`config.mk`:
```
export PLATFORM = sky130hd
export DESIGN_NAME = n64adv2_joybus_sniffer
export DESIGN_NICKNAME = d
export VERILOG_FILES = /design/src/rtl/n64adv2_joybus_sniffer.sv
export SDC_FILE = /design/constraint.sdc
export NUM_CORES = 1
export LEC_CHECK = 0
export CORE_ASPECT_RATIO = 0.6
export CORE_MARGIN = 3
export CORE_UTILIZATION = 50
export DETAILED_ROUTE_END_ITERATION = 16
export DONT_BUFFER_PORTS = 1
export GPL_TIMING_DRIVEN = 1
export PLACE_DENSITY = 0.69
export SLEW_MARGIN = 20
export SYNTH_ARGS = -nofsm -noshare
export SYNTH_HDL_FRONTEND = slang
export SYNTH_SLANG_ARGS = --single-unit
```
`constraint.sdc`:
```
create_clock -name CTRL_CLK -period 5.8 [get_ports CTRL_CLK]
set_input_delay 0.58 -clock CTRL_CLK [delete_from_list [all_inputs] [get_ports CTRL_CLK]]
set_output_delay 0.58 -clock CTRL_CLK [all_outputs]
set_load 0.02 [all_outputs]
```
`src/rtl/n64adv2_joybus_sniffer.sv`:
```
// n64adv2_joybus_sniffer: passive Joybus poll/response decoder per port with toggle-ack
// handshake and a timed in-game-reset request on a selectable port.
module n64adv2_joybus_sniffer #(
  parameter int          NUM_PORTS  = 1,
  parameter int          CNT_W      = 8,
  parameter int          IGR_PORT   = 0,
  parameter logic [15:0] IGR_COMBO  = 16'h0000,
  parameter logic [19:0] RST_CYCLES = 20'hFFFFF
) (
  input  logic                    CTRL_CLK,
  input  logic                    CTRL_nRST,
  input  logic [NUM_PORTS-1:0]    ctrl_i,
  input  logic [NUM_PORTS-1:0]    ack_tgl_i,
  input  logic                    igr_en_i,
  output logic [32*NUM_PORTS-1:0] data_o,
  output logic [NUM_PORTS-1:0]    new_data_o,
  output logic [NUM_PORTS-1:0]    overrun_o,
  output logic                    rst_req_o
);
  typedef enum logic [1:0] {IDLE, CMD, RESP} state_t;
  logic        igr_hit;
  logic [19:0] rst_cnt;
  for (genvar p = 0; p < NUM_PORTS; p++) begin : g_port
    state_t           state;
    logic [2:0]       hist;
    logic [CNT_W-1:0] cnt, low_cnt;
    logic [7:0]       cmd;
    logic [30:0]      sh;
    logic [5:0]       bcnt;
    logic [1:0]       ack_q;
    logic [31:0]      data, word;
    logic             nd, ovr, ne, pe, sat, b, ack, cap;
    assign ne   = hist[2] & ~hist[1];
    assign pe   = ~hist[2] & hist[1];
    assign sat  = &cnt;
    // a bit is 1 when its low phase is shorter than its high phase
    assign b    = low_cnt < cnt;
    assign ack  = ack_q[1] ^ ack_q[0];
    assign word = {b, sh};
    assign cap  = state == RESP && !sat && ne && bcnt == 6'd31;
    assign data_o[32*p +: 32] = data;
    assign new_data_o[p] = nd;
    assign overrun_o[p]  = ovr;
    if (p == IGR_PORT) begin : g_igr
      assign igr_hit = igr_en_i && cap && word[15:0] == IGR_COMBO;
    end
    always_ff @(posedge CTRL_CLK or negedge CTRL_nRST)
      if (!CTRL_nRST) begin
        state   <= IDLE;
        hist    <= 3'b111;
        cnt     <= '0;
        low_cnt <= '0;
        cmd     <= '0;
        sh      <= '0;
        bcnt    <= '0;
        ack_q   <= '0;
        data    <= '0;
        nd      <= 1'b0;
        ovr     <= 1'b0;
      end else begin
        hist  <= {hist[1:0], ctrl_i[p]};
        ack_q <= {ack_q[0], ack_tgl_i[p]};
        cnt   <= (ne | pe) ? '0 : sat ? cnt : cnt + 1'b1;
        if (pe) low_cnt <= cnt;
        // a capture in the same cycle as an ack wins and is not an overrun
        if (cap) begin
          data <= word;
          nd   <= 1'b1;
          if (nd && !ack) ovr <= 1'b1;
        end else if (ack) nd <= 1'b0;
        if (state != IDLE && sat) state <= IDLE;
        else if (ne)
          case (state)
            IDLE: if (sat) begin
              state <= CMD;
              cmd   <= '0;
              bcnt  <= '0;
            end
            CMD: if (bcnt == 6'd8) begin
              state <= (cmd == 8'h01) ? RESP : IDLE;
              bcnt  <= '0;
            end else begin
              cmd  <= {cmd[6:0], b};
              bcnt <= bcnt + 1'b1;
            end
            RESP: begin
              sh    <= word[31:1];
              bcnt  <= bcnt + 1'b1;
              state <= (bcnt == 6'd31) ? IDLE : RESP;
            end
            default: state <= IDLE;
          endcase
      end
  end
  always_ff @(posedge CTRL_CLK or negedge CTRL_nRST)
    if (!CTRL_nRST) begin
      rst_cnt   <= '0;
      rst_req_o <= 1'b0;
    end else if (igr_hit) begin
      rst_cnt   <= RST_CYCLES;
      rst_req_o <= 1'b1;
    end else if (|rst_cnt) rst_cnt <= rst_cnt - 1'b1;
    else rst_req_o <= 1'b0;
endmodule
```
==> results of run 1 <==
==> through the flow <==
stage	power, mW	worst slack (ns)	hold WS [ns]	util	cell area [um^2]
floorplan	0.9199	3.919	0.2844	-	5569
global placement	0.9344	2.831	0.2866	0.5264	5634
detailed placement	0.9359	2.704	0.2866	0.5264	5634
CTS	2.077	2.696	0.1345	0.5883	6297
global route	2.123	2.940	0.1252	0.5891	6306
finish	2.054	3.138	0.09023	0.5891	6306
==> worst max path at each step <==
stage,startpoint,end,slack (ns),cells past startpoint
6_report,g_port[0].cnt[0],rst_cnt[9],3.14,5
5_1_grt,g_port[0].cnt[0],rst_cnt[9],2.94,5
4_1_cts,g_port[0].cnt[0],data_o[14],2.70,5
3_5_place_dp,g_port[0].cnt[0],data_o[14],2.70,5
3_3_place_gp,g_port[0].cnt[0],data_o[14],2.83,5
2_1_floorplan,g_port[0].state[0],g_port[0].bcnt[5],3.92,8
==> Yosys cell counts, types with 6 or more instances <==
master	n
a21oi_1	11
buf_2	6
buf_4	8
dfrtp_1	120
ha_1	19
inv_1	22
mux2_2	68
nand2_1	52
nand3_1	8
nor2_1	15
nor3_1	8
nor4_1	11
o21ai_0	16
xnor2_1	18
==> layout make-up <==
| type | instances | area (um^2) | share of cell area |
|---|---|---|---|
| clock inverter | 15 | 200.2 | 0.03175 |
| tap | 139 | 173.9 | 0.02758 |
| timing repair buffer | 3 | 45.04 | 0.007143 |
| clock buffer | 17 | 425.4 | 0.06746 |
| sequential | 123 | 3082 | 0.4887 |
| multi-input combinational | 298 | 2297 | 0.3643 |
| inverter | 22 | 82.58 | 0.01310 |
==> worst reg2reg max path: stages, from the launching register on <==
cell and delay (ns):
dfrtp_1 0.42, ha_1 0.20, and2_1 0.28, nand3_1 0.44, nand4b_1 0.84, o311ai_0 0.29
==> sequential cells by signal, indices dropped and copies added (netlist names), 2 cells and up <==
name,flops
data_o,32
g_port.ack_q,2
g_port.bcnt,6
g_port.cmd,8
g_port.cnt,8
g_port.hist,3
g_port.low_cnt,8
g_port.sh,31
g_port.state,2
rst_cnt,20
==> routing by layer <==
metal	global-route usage	part of all wire	vias up
met5	0	0	-
met4	0.05923	0.012	0
met3	0.08183	0.083	15
met2	0.2439	0.41	74
met1	0.2609	0.50	1669
li1	-	-	1654
==> repair_timing <==
| item | in CTS | in global routing |
|---|---|---|
| hold endpoints to repair | 120 | 0 |
| setup buffers | 0 | 0 |
| hold buffers | 2 | 0 |
==> kinds of logic (layout without fill, tap and decap cells) <==
logic type | after synthesis | count (layout) | synth area share
DFF | 123 | 123 | 0.5534
adders and majority gates | 19 | 19 | 0.04269
and+or+nand+nor | 129 | 129 | 0.1249
muxes | 71 | 71 | 0.1431
AOI/OAI and AO/OA | 61 | 61 | 0.07190
xor gates and xnor gates | 18 | 18 | 0.02831
buffers and inverters | 41 | 57 | 0.03572
==> power by group <==
group | internal [mW] | leakage, nW | total (mW) | switching (mW)
clock | 0.692 | 0.302 | 1.12 | 0.423
sequential | 0.869 | 1.61 | 0.876 | 0.00740
combinational | 0.0213 | 0.963 | 0.0631 | 0.0418
==> flow_summary.toml, run 1 <==
[sta]
setup_viol_count_final = 0
fin_crit_sh = 0.4589
max_freq_mhz = 375.7
finalHoldViolCount = 0
relSlewSlack = 0.3825
slew_violations = 0
finClkSkew_ns = 0.01160
fin_setup_tns_ns = 0
post-route-min-period_ns = 2.662
rsz0062_at_grt = "false"
worst_slew_pin_slew_ns = 0.9213

[global_route]
grt_pass1_vias = 3374
track_usage = 0.1814
grt_overflow_total = 0
grt_max_degree = 121
grt_antenna_before_repair = 0
grt_pass1_wl_um = 17440

[layout]
final_cell_mix = "dfrtp_1 (120), mux2_2 (68), nand2_1 (52)"
nFillCells = 814
fin_cells = 617
antenna_cells = 0
layout.cells.most_common = "dfrtp_1"
area_growth_pct = 13.23
final_nets = 489
drive_above_1_share = 0.2490

[clock_network]
postCtsResizedCells = 0
cts_max_path_buffers = 2
cts_tree = "yes"
clockRootBuffer = "clkbuf_16"
cts.sinks = 123
h-tree-depth = 4
cts_buffers = 17
clkSlewWorstSetupHoldPaths_ns = 0.06
clkLatencyLatePin_ns = 0.42

[placement]
port_buffers = 0
hpwl_um = 6650
placedCellCount = 583
place.gp.congestion = 0.7946

[worst_setup_path]
crit_required_ns = 6.03
crit_type = "reg2reg"
path_delay_family = "simple AND/OR/NAND/NOR gates"
r2r-start = "g_port[0].cnt[0]"
worstPathArrival_ns = 2.89
worstSetupEndpointType = "register"
r2r_slack_ns = 3.14
r2r-end = "rst_cnt[9]"
crit_fanout = 21
reg2reg_depth = 5
path_cells = "ha_1 -> and2_1 -> nand3_1 -> nand4b_1 -> o311ai_0"
slowest_delay_ns = 0.84
start_kind = "register"
crit_buf_inv = 0
slowest_stage = "nand4b_1"

[routing]
vias = 3412
wl_per_cell_um = 16.78
ant_nets = 0
wl_um = 10350
viasPerCell = 5.530
drtPass1Iterations = 4
drcViolationCount = 0
first_iter_violations = 211

[synthesis]
yosys.cell_types.count = 53
async_flop_share = 1.000
synth_largest_area_cell = "dfrtp_1"
syn_nets = 486
ys_ff_latch = 123
yosys.area.top_type_share = 0.5392
synth_area_mm2 = 0.005569
synth_edf_count = 0
syn_avg_cell_area_um2 = 12.05
yosysWarnings = 0
syn_inst = 462
synth.area.top_cells = "dfrtp_1 (54%), mux2_2 (14%), ha_1 (4.3%)"
seq_area_frac_synth = 0.5534
synthFlopType = "dfrtp_1"

[floorplanning]
rows = 29
dieArea_mm2 = 0.01248
ios = 40
core_mm2 = 0.01070
die_w_um = 142.3
die_h_um = 87.75
start_util = 0.5203

[job]
drv_cap = 0

[run_status]
status = "complete, no violations"

[pwr]
p_leak_nw = 2.870
irDropWorstVdd_v = 0.0002027
power_density_mw_per_mm2 = 325.8

[min_path]
hp-class = "in2async"
(Power assumes the default switching activity.)
==> inputs of run 2 (changes only) <==
--- a/config.mk
+++ b/config.mk
@@ -11,7 +11,7 @@
 export DETAILED_ROUTE_END_ITERATION = 16
 export DONT_BUFFER_PORTS = 1
 export GPL_TIMING_DRIVEN = 1
-export PLACE_DENSITY = 0.69
+export PLACE_DENSITY = 0.72
 export SLEW_MARGIN = 20
 export SYNTH_ARGS = -nofsm -noshare
 export SYNTH_HDL_FRONTEND = slang
==> constraint.sdc (replaced) <==
create_clock -name CTRL_CLK -period 2.35 [get_ports CTRL_CLK]
set_input_delay 0.235 -clock CTRL_CLK [delete_from_list [all_inputs] [get_ports CTRL_CLK]]
set_output_delay 0.235 -clock CTRL_CLK [all_outputs]
set_load 0.02 [all_outputs]
==> run 2 against run 1 <==
The flow now finishes with violations (negative hold slack). Flip-flop and latch count is the same. Clock skew rose by 0.00088 ns. Combinational power is 92% higher. Final area shrank 0.24%. Fmax is 20% higher. Sequential share of layout area up 0.12 points. Non-clock buffer count increased by 6. Critical path depth up 1. Total power increased by 130%. Wire length rose by 0.17%. Die area did not move. Critical endpoint is now g_port[0].state[1]. Highest routed layer unchanged.
==> flow_summary.toml, run 2 (same netlist as run 1, synthesis figures left out) <==
[routing]
wl_per_cell_um = 16.65
wl_um = 10370
drcViolationCount = 0
first_iter_violations = 187
ant_nets = 0
viasPerCell = 5.623
drtPass1Iterations = 4
vias = 3503

[pwr]
clkPwrFrac = 0.522
power.switching_mw = 1.024
switching_share = 0.2144
power.internal_mw = 3.751
power_density_mw_per_mm2 = 759.0
totalPowerFinal_mw = 4.775
irDropWorstVdd_v = 0.0005337
seqPwrFrac = 0.453
p_comb_frac = 0.025
p_leak_nw = 2.866

[layout]
fin_cells = 623
drive_above_1_share = 0.2562
antenna_cells = 0
final_area_mm2 = 0.006291
largest_reg_flops = 32
layout.cells.most_common = "dfrtp_1"
area_growth_pct = 12.96
nFillCells = 838
final_cell_mix = "dfrtp_1 (120), mux2_2 (68), nand2_1 (52)"
final_nets = 495

[placement]
dp_slack_ns = 0.2647
post_dp_cell_area_mm2 = 0.005692
place.gp.congestion = 0.8125
placedCellCount = 589
hpwl_um = 6726
port_buffers = 0

[global_route]
grt_pass1_vias = 3439
grt_overflow_total = 0
grt_max_degree = 124
track_usage = 0.1795
grt_antenna_before_repair = 0
grt_pass1_wl_um = 17470

[floorplanning]
rows = 29
start_util = 0.5203
die_w_um = 142.3
core_mm2 = 0.01070
dieArea_mm2 = 0.01248
die_h_um = 87.75
ios = 40

[clock_network]
h-tree-depth = 4
cts_setup_buffers = 0
clkLatencyLatePin_ns = 0.41
cts.sinks = 123
cts_hold_buf = 2
cts_buffers = 17
postCtsResizedCells = 0
clkSlewWorstSetupHoldPaths_ns = 0.06
cts_tree = "yes"
cts_max_path_buffers = 2
clockRootBuffer = "clkbuf_16"

[sta]
finalHoldViolCount = 123
fin_setup_tns_ns = 0
post-route-min-period_ns = 2.223
max_freq_mhz = 449.7
setup_ws_ns = 0.1265
relSlewSlack = 0.6154
fin_crit_sh = 0.9462
setup_viol_count_final = 0
hold-worst-slack_ns = -0.4751
worst_slew_pin_slew_ns = 0.5623
finClkSkew_ns = 0.01248
slew_violations = 0
rsz0062_at_grt = "false"

[worst_setup_path]
r2r-start = "g_port[0].cnt[1]"
crit_fanout = 9
r2r-end = "g_port[0].state[1]"
r2r_slack_ns = 0.13
worstSetupEndpointType = "register"
start_kind = "register"
worstPathArrival_ns = 2.48
reg2reg_depth = 6
crit_required_ns = 2.60
crit_type = "reg2reg"

[job]
drv_cap = 0

[run_status]
violations = "negative hold slack"
status = "finished with violations"

[min_path]
hp-class = "in2async"
[run 2: routing by layer]
metal | track usage | wire length, um | vias to the layer above
met5 | 0 | 0 | -
met4 | 0.05575 | 110 | 0
met3 | 0.07965 | 746 | 10
met2 | 0.2550 | 4585 | 88
met1 | 0.2489 | 4929 | 1743
li1 | - | - | 1662
[run 2: worst max-delay path, cell delays in order, from the launching register on]
cell and delay [ns]:
dfrtp_1 0.41, ha_1 0.20, and2_1 0.28, nand3_1 0.22
buf_4 0.23, a2111oi_0 0.57, nor3_1 0.15
[run 2: power by group through the flow]
stage                     combinational [mW]  sequential (mW)  clock, mW
final                                  0.121             2.16       2.49
after global routing                   0.136             2.17       2.66
after floorplan                       0.0746             2.20          0
after CTS                              0.122             2.16       2.54
after detailed placement               0.118             2.20          0
after global placement                 0.113             2.20          0
[run 2: per-stage QoR]
stage | hold WS (ns) | utilization
floorplan | -0.06059 | -
global placement | -0.05773 | 0.5317
detailed placement | -0.05676 | 0.5317
CTS | -0.4903 | 0.5877
global route | -0.4997 | 0.5877
finish | -0.4751 | 0.5877
[run 2: area by class of cell]
class / instances / area (um^2) / share of cell area
clock inverter: 12 / 112.6 / 0.01790
sequential: 123 / 3082 / 0.4899
clock buffer: 20 / 466.7 / 0.07418
tap: 139 / 173.9 / 0.02765
timing repair buffer: 9 / 85.08 / 0.01352
multi-input combinational: 298 / 2288 / 0.3638
inverter: 22 / 82.58 / 0.01313
[run 2: how the worst max path moves through the flow]
| stage | start | to | slack, ns | cells past startpoint |
|---|---|---|---|---|
| detailed placement | g_port[0].cnt[0] | g_port[0].state[1] | 0.26 | 6 |
| floorplan | g_port[0].state[0] | g_port[0].bcnt[5] | 0.47 | 8 |
| global placement | g_port[0].sh[3] | rst_cnt[9] | 0.31 | 6 |
| CTS | g_port[0].state[1] | g_port[0].state[1] | 0.25 | 6 |
| finish | g_port[0].cnt[1] | g_port[0].state[1] | 0.13 | 6 |
| global route | g_port[0].state[1] | g_port[0].state[1] | 0.10 | 6 |
